===== src/rtl/shift_seq_ctrl_if.sv =====
// shift_seq_ctrl_if: command, shifter-control and result bundle for the shift sequencer
//   slave  : controller view (cmd_* in / cmd_ready out, sh_* out / sh_d_out in, res_* out / res_ready in)
//   master : environment view, directions mirrored
interface shift_seq_ctrl_if #(parameter int AMT_W = 3);
  logic             cmd_valid;
  logic             cmd_ready;
  logic [2:0]       cmd_op;
  logic [AMT_W-1:0] cmd_amt;
  logic [7:0]       cmd_data;
  logic [2:0]       sh_op;
  logic [1:0]       sh_shamt;
  logic [7:0]       sh_d_in;
  logic [7:0]       sh_d_out;
  logic             res_valid;
  logic             res_ready;
  logic [7:0]       res_data;
  logic             res_err;
  modport slave (
    input  cmd_valid, cmd_op, cmd_amt, cmd_data, sh_d_out, res_ready,
    output cmd_ready, sh_op, sh_shamt, sh_d_in, res_valid, res_data, res_err
  );
  modport master (
    output cmd_valid, cmd_op, cmd_amt, cmd_data, sh_d_out, res_ready,
    input  cmd_ready, sh_op, sh_shamt, sh_d_in, res_valid, res_data, res_err
  );
endinterface


===== src/rtl/shift_seq_ctrl.sv =====
// shift_seq_ctrl: sequences LOAD and bounded-shamt shift opcodes to an 8-bit shifter for arbitrary shift amounts
//   clk, reset : clock, synchronous active-high reset
//   bus.cmd_*  : command handshake (op, amount, data)
//   bus.sh_*   : shifter control (op, shamt, load data) and shifter register readback
//   bus.res_*  : result handshake (data, illegal-op flag)
//   Macro SHIFT_ZERO_SKIP_EN: stop shifting early once the shifter register reads zero
module shift_seq_ctrl #(
  parameter int MAX_STEP = 3,
  parameter int AMT_W    = 3
) (
  input logic             clk,
  input logic             reset,
  shift_seq_ctrl_if.slave bus
);
  localparam logic [2:0] OP_NOP = 3'b000;
  localparam logic [2:0] OP_LOAD = 3'b001;
  localparam logic [AMT_W-1:0] MAX = AMT_W'(MAX_STEP);
  typedef enum logic [1:0] {IDLE, LOAD, SHIFT, DONE} state_t;
  state_t state_q, state_d;
  logic [2:0] op_q, op_d;
  logic [AMT_W-1:0] rem_q, rem_d, step;
  logic [7:0] data_q, data_d;
  logic err_q, err_d, res_valid_q, res_valid_d, skip, take;
`ifdef SHIFT_ZERO_SKIP_EN
  assign skip = bus.sh_d_out == 8'h00;
`else
  assign skip = 1'b0;
`endif
  assign step = rem_q < MAX ? rem_q : MAX;
  assign take = res_valid_q && bus.res_ready;
  always_ff @(posedge clk) begin
    if (reset) begin
      state_q     <= IDLE;
      op_q        <= OP_NOP;
      rem_q       <= '0;
      data_q      <= 8'h00;
      err_q       <= 1'b0;
      res_valid_q <= 1'b0;
    end else begin
      state_q     <= state_d;
      op_q        <= op_d;
      rem_q       <= rem_d;
      data_q      <= data_d;
      err_q       <= err_d;
      res_valid_q <= res_valid_d;
    end
  end
  // res_valid rises one cycle after entering DONE so sh_d_out has settled under NOP
  always_comb begin
    state_d       = state_q;
    op_d          = op_q;
    rem_d         = rem_q;
    data_d        = data_q;
    err_d         = err_q;
    res_valid_d   = res_valid_q;
    bus.cmd_ready = 1'b0;
    bus.sh_op     = OP_NOP;
    bus.sh_shamt  = 2'd0;
    bus.sh_d_in   = 8'h00;
    case (state_q)
      IDLE: begin
        bus.cmd_ready = 1'b1;
        if (bus.cmd_valid) begin
          op_d    = bus.cmd_op;
          rem_d   = bus.cmd_amt;
          data_d  = bus.cmd_data;
          err_d   = !(bus.cmd_op inside {3'b010, 3'b011, 3'b100});
          state_d = LOAD;
        end
      end
      LOAD: begin
        bus.sh_op   = OP_LOAD;
        bus.sh_d_in = data_q;
        state_d     = (!err_q && rem_q != '0) ? SHIFT : DONE;
      end
      SHIFT: begin
        if (skip) state_d = DONE;
        else begin
          bus.sh_op    = op_q;
          bus.sh_shamt = step[1:0];
          rem_d        = rem_q - step;
          state_d      = rem_q <= MAX ? DONE : SHIFT;
        end
      end
      DONE: begin
        res_valid_d = !take;
        if (take) begin
          state_d = IDLE;
          err_d   = 1'b0;
        end
      end
      default: state_d = IDLE;
    endcase
  end
  assign bus.res_valid = res_valid_q;
  assign bus.res_err   = err_q;
  assign bus.res_data  = res_valid_q ? bus.sh_d_out : 8'h00;
endmodule


===== src/flat_wrapper.sv =====
// flat-port wrapper written by rule: the top's interface ports become plain ports
module shift_seq_ctrl_flat 
#(
  parameter int MAX_STEP = 3,
  parameter int AMT_W    = 3
)
  (clk, reset, bus_cmd_valid, bus_cmd_op, bus_cmd_amt, bus_cmd_data, bus_sh_d_out, bus_res_ready, bus_cmd_ready, bus_sh_op, bus_sh_shamt, bus_sh_d_in, bus_res_valid, bus_res_data, bus_res_err);
  shift_seq_ctrl_if #(.AMT_W(AMT_W)) bus_i ();
  input logic clk;
  input logic reset;
  input wire logic [$bits(bus_i.cmd_valid)-1:0] bus_cmd_valid;
  input wire logic [$bits(bus_i.cmd_op)-1:0] bus_cmd_op;
  input wire logic [$bits(bus_i.cmd_amt)-1:0] bus_cmd_amt;
  input wire logic [$bits(bus_i.cmd_data)-1:0] bus_cmd_data;
  input wire logic [$bits(bus_i.sh_d_out)-1:0] bus_sh_d_out;
  input wire logic [$bits(bus_i.res_ready)-1:0] bus_res_ready;
  output wire logic [$bits(bus_i.cmd_ready)-1:0] bus_cmd_ready;
  output wire logic [$bits(bus_i.sh_op)-1:0] bus_sh_op;
  output wire logic [$bits(bus_i.sh_shamt)-1:0] bus_sh_shamt;
  output wire logic [$bits(bus_i.sh_d_in)-1:0] bus_sh_d_in;
  output wire logic [$bits(bus_i.res_valid)-1:0] bus_res_valid;
  output wire logic [$bits(bus_i.res_data)-1:0] bus_res_data;
  output wire logic [$bits(bus_i.res_err)-1:0] bus_res_err;
  assign bus_i.cmd_valid = bus_cmd_valid;
  assign bus_i.cmd_op = bus_cmd_op;
  assign bus_i.cmd_amt = bus_cmd_amt;
  assign bus_i.cmd_data = bus_cmd_data;
  assign bus_i.sh_d_out = bus_sh_d_out;
  assign bus_i.res_ready = bus_res_ready;
  assign bus_cmd_ready = bus_i.cmd_ready;
  assign bus_sh_op = bus_i.sh_op;
  assign bus_sh_shamt = bus_i.sh_shamt;
  assign bus_sh_d_in = bus_i.sh_d_in;
  assign bus_res_valid = bus_i.res_valid;
  assign bus_res_data = bus_i.res_data;
  assign bus_res_err = bus_i.res_err;
  shift_seq_ctrl #(.MAX_STEP(MAX_STEP), .AMT_W(AMT_W)) u_core (.clk(clk), .reset(reset), .bus(bus_i));
endmodule

===== config.mk =====
export PLATFORM = sky130hd
export DESIGN_NAME = shift_seq_ctrl_flat
export DESIGN_NICKNAME = d
export VERILOG_FILES = /design/src/rtl/shift_seq_ctrl_if.sv /design/src/rtl/shift_seq_ctrl.sv /design/src/flat_wrapper.sv
export SDC_FILE = /design/constraint.sdc
export NUM_CORES = 1
export LEC_CHECK = 0
export BUFFER_PORTS_ARGS = -buffer_cell sky130_fd_sc_hd__clkbuf_2
export CAP_MARGIN = 20
export CORE_AREA = 8 8 67 69
export CTS_CLUSTER_DIAMETER = 30
export DETAILED_ROUTE_END_ITERATION = 16
export DIE_AREA = 0 0 75 77
export HOLD_SLACK_MARGIN = 0.03
export PLACE_DENSITY_LB_ADDON = 0.05
export SETUP_SLACK_MARGIN = 0.02
export SLEW_MARGIN = 30
export SYNTH_ARGS = -nofsm -noshare
export SYNTH_HDL_FRONTEND = slang
export SYNTH_SLANG_ARGS = --single-unit

===== constraint.sdc =====
create_clock -name clk -period 1.4 [get_ports clk]
set_clock_uncertainty 0.1 [all_clocks]
set_input_delay 0.28 -clock clk [delete_from_list [all_inputs] [get_ports clk]]
set_output_delay 0.28 -clock clk [all_outputs]
set_load 0.01 [all_outputs]

==> run_results.csv <==
group,metric,value,unit
run_status,status,"complete, but fails checks",
run_status,violations,"negative setup slack",
cells_and_area,layout-drive-gt1-share,55.6,%
sta,rsz0062_at_grt,"yes",
grt,grt_max_degree,14,
logic_synthesis,ys_ff_latch,18,
route,route.detailed.drc,0,
worst_setup_path,worstPathArrival,1760,ps
clock_tree,cts_num_sinks,18,
route,drtIter0Drc,54,
route,postRouteWirelength,3280,microns
placed_design,gp_congestion,0.759,
clock_tree,cts_buffers,3,
logic_synthesis,synth_edf_count,0,
sta,worstMarginPinSlew,222,ps
min_path,hold_path.startpoint,"bus_cmd_data[7]",
sta,fin_crit_sh,118,%
logic_synthesis,post_synth_num_cell_types,30,
logic_synthesis,yosys_warnings,0,
clock_tree,clockRootBuffer,"clkbuf_4",
worst_setup_path,cp-start-kind,"flip-flop",
clock_tree,clock_latency,300,ps
power_and_ir_drop,clock_power_share,11.1,%
cells_and_area,final_nets,228,
floorplanning,fp.dieH,77,microns
worst_setup_path,critPathRequiredTime,1510,ps
logic_synthesis,async_reset_ff_share,0,%
sta,max_clock_freq,604,MHz
placed_design,hpwl,2380,microns
worst_setup_path,ff2ff_setup_slack,-260,ps
worst_setup_path,slowest_stage,"dfxtp_4",
sta,maxSlewHeadroom,85.1,%
grt,grt_pass1_vias,1030,
worst_setup_path,cpMostUsedCell,"buf_6",
placed_design,place_area,1390,sq um
worst_setup_path,crit_start,"u_core.state_q[1]$_SDFFE_PP0P_",
min_path,hold_path.class,"primary input to flip-flop",
logic_synthesis,yosysSeqAreaShare,36.6,%
worst_setup_path,crit_fanout,6,
worst_setup_path,worstReg2RegEnd,"u_core.rem_q[2]$_SDFFE_PP0P_",
floorplanning,start_util,28.2,%
worst_setup_path,endpoint_kind,"flip-flop",
floorplanning,die_area,5780,sq um
logic_synthesis,yosys_most_used_dff,"dfxtp_1",
power_and_ir_drop,ir_drop,0.779,mV
cells_and_area,n_antenna_cell,0,
worst_setup_path,cp_num_cells,6,
floorplanning,io_pins,50,
placed_design,port_buffers,49,
clock_tree,clk_path_buf_depth,2,
sta,setup_viol,28,
route,num_vias,1097,
power_and_ir_drop,p_sw_share,38.4,%
power_and_ir_drop,p_seq_share,26.2,%
worst_setup_path,cp_cell_sequence,"buf_6 -> ha_4 -> buf_4 -> buf_6 -> mux2_4 -> a31o_4",
worst_setup_path,worstSetupPathType,"flip-flop to flip-flop",
flow_run,maxCapViolations,0,
worst_setup_path,reg2reg_from,"u_core.state_q[1]$_SDFFE_PP0P_",
logic_synthesis,syn_nets,160,
cells_and_area,utilization,49.2,%
power_and_ir_drop,power_switching,1.16,mW
worst_setup_path,max_stage_delay,380,ps
grt,antenna_found_initial,0,
cells_and_area,mostFrequentLayoutCell,"clkbuf_2",
power_and_ir_drop,power_frac_comb,62.8,%
floorplanning,die_x,75,microns
logic_synthesis,syn-instance-count,129,
route,routed_via_density,4.50,
logic_synthesis,synth_area,985,sq um
cells_and_area,fin_area,1720,sq um
sta,fin_crit,1660,ps
sta,finalSetupTns,-3820,ps
sta,slew_violations,0,
route,antenna_left,0,
worst_setup_path,path_buf_inv,3,
cells_and_area,final_cell_mix,"clkbuf_2 (40), nand2_1 (24), and2_1 (15)",
power_and_ir_drop,intPower,1.87,mW
route,drtPass1Iterations,5,
route,wl_per_cell,13.5,microns
worst_setup_path,r2r_cells,6,
worst_setup_path,crit_end,"u_core.rem_q[2]$_SDFFE_PP0P_",
placed_design,post-place-ws,-69.3,ps
power_and_ir_drop,power-per-cell-area,1760,nW/um^2
worst_setup_path,critPathTopFamily,"flip-flops",
clock_tree,clk_pin_slew,120,ps
grt,grt_overflow,0,
cells_and_area,area_growth_syn_to_layout,74.7,%
grt,grt_pass1_wl,4820,microns
floorplanning,coreArea,3500,sq um
floorplanning,row_count,22,
grt,gr-usage-all-layers,10.5,%
sta,fin_ws,-257,ps
clock_tree,htreeDepth,1,
logic_synthesis,synth.avg_cell_area,7.63,sq um
power_and_ir_drop,leakagePower,0.783,nW
clock_tree,cts_tree,"done",
sta,hold_viol,0,
how the worst min path moves through the flow:
stage	end	slack (ps)	cells after the start
after floorplan	u_core.data_q[0]$_SDFFE_PP0P_	320	2
after detailed placement	u_core.data_q[7]$_SDFFE_PP0P_	340	2
after CTS	u_core.data_q[5]$_SDFFE_PP0P_	80	3
final	u_core.data_q[7]$_SDFFE_PP0P_	90	3
after global routing	u_core.data_q[7]$_SDFFE_PP0P_	80	3
after global placement	u_core.data_q[0]$_SDFFE_PP0P_	340	2
flip-flops by register name (all words and copies together) (netlist names):
name / flops
u_core.state_q: 2
u_core.rem_q: 3
u_core.data_q: 8
u_core.bus.res_valid: 1
u_core.op_q: 3
u_core.bus.res_err: 1
synthesized netlist by cell type, types with 3 or more instances:
cell type  count  area share (%)
and2_1        19              12
inv_1          5             1.9
nand2_1       26             9.9
nor2b_1        3             1.9
ha_1           5             6.4
nand2b_1       4             2.5
nor2_1         7             2.7
o21ai_0        3             1.5
a21oi_1       15             7.6
dfxtp_1       18              37
a211oi_1       3             2.3
logic make-up (layout without fill, tap and decap cells):
| logic type | after synthesis | after routing | synth area share, % |
|---|---|---|---|
| simple gates | 65 | 65 | 32.9 |
| compound gates | 28 | 28 | 17.4 |
| buf+inv | 11 | 78 | 4.57 |
| flops | 18 | 18 | 36.6 |
| mux | 2 | 2 | 2.16 |
| fa+ha+maj | 5 | 5 | 6.35 |
layer usage:
layer / up-vias / track usage, % / part of all wire, %
met3: 2 / 3.38 / 4.6
met1: 511 / 12.0 / 42
met5: - / 0 / 0
met4: 0 / 2.35 / 0.67
li1: 560 / - / -
met2: 24 / 17.9 / 53
cell type report:
| type | count | area (sq um) |
|---|---|---|
| Fill cell | 385 | 1780 |
| Multi-Input combinational cell | 100 | 728 |
| Timing Repair Buffer | 69 | 497 |
| Sequential cell | 18 | 373 |
| Tap cell | 48 | 60.1 |
| Clock buffer | 4 | 36.3 |
| Inverter | 5 | 26.3 |
power by group through the flow:
stage               Clock [mW]  Combinational [mW]  Sequential, mW
global placement             0                1.31           0.764
global route             0.370                2.06           0.812
floorplan                    0               0.821           0.762
detailed placement           0                1.31           0.773
finish                   0.335                1.90           0.793
CTS                      0.350                1.51           0.783
what timing repair did:
action	4_1_cts	5_1_grt
pin swaps	7	9
buffers inserted	4	8
setup endpoints to repair	28	38
resized for setup	20	39
hold buffers	0	0
tightest hold or removal path, cell delays in order:
cell      delay (ps)
clkbuf_2          80
nand2_1           40
a21oi_1           50
per-stage QoR:
stage	total power, mW	instances	hold WS, ps
finish	3.03	244	92.0
global route	3.24	244	79.3
CTS	2.65	236	78.8
detailed placement	2.09	228	342
global placement	2.08	228	337
floorplan	1.58	129	316
Power figures use the tool's default switching activity.
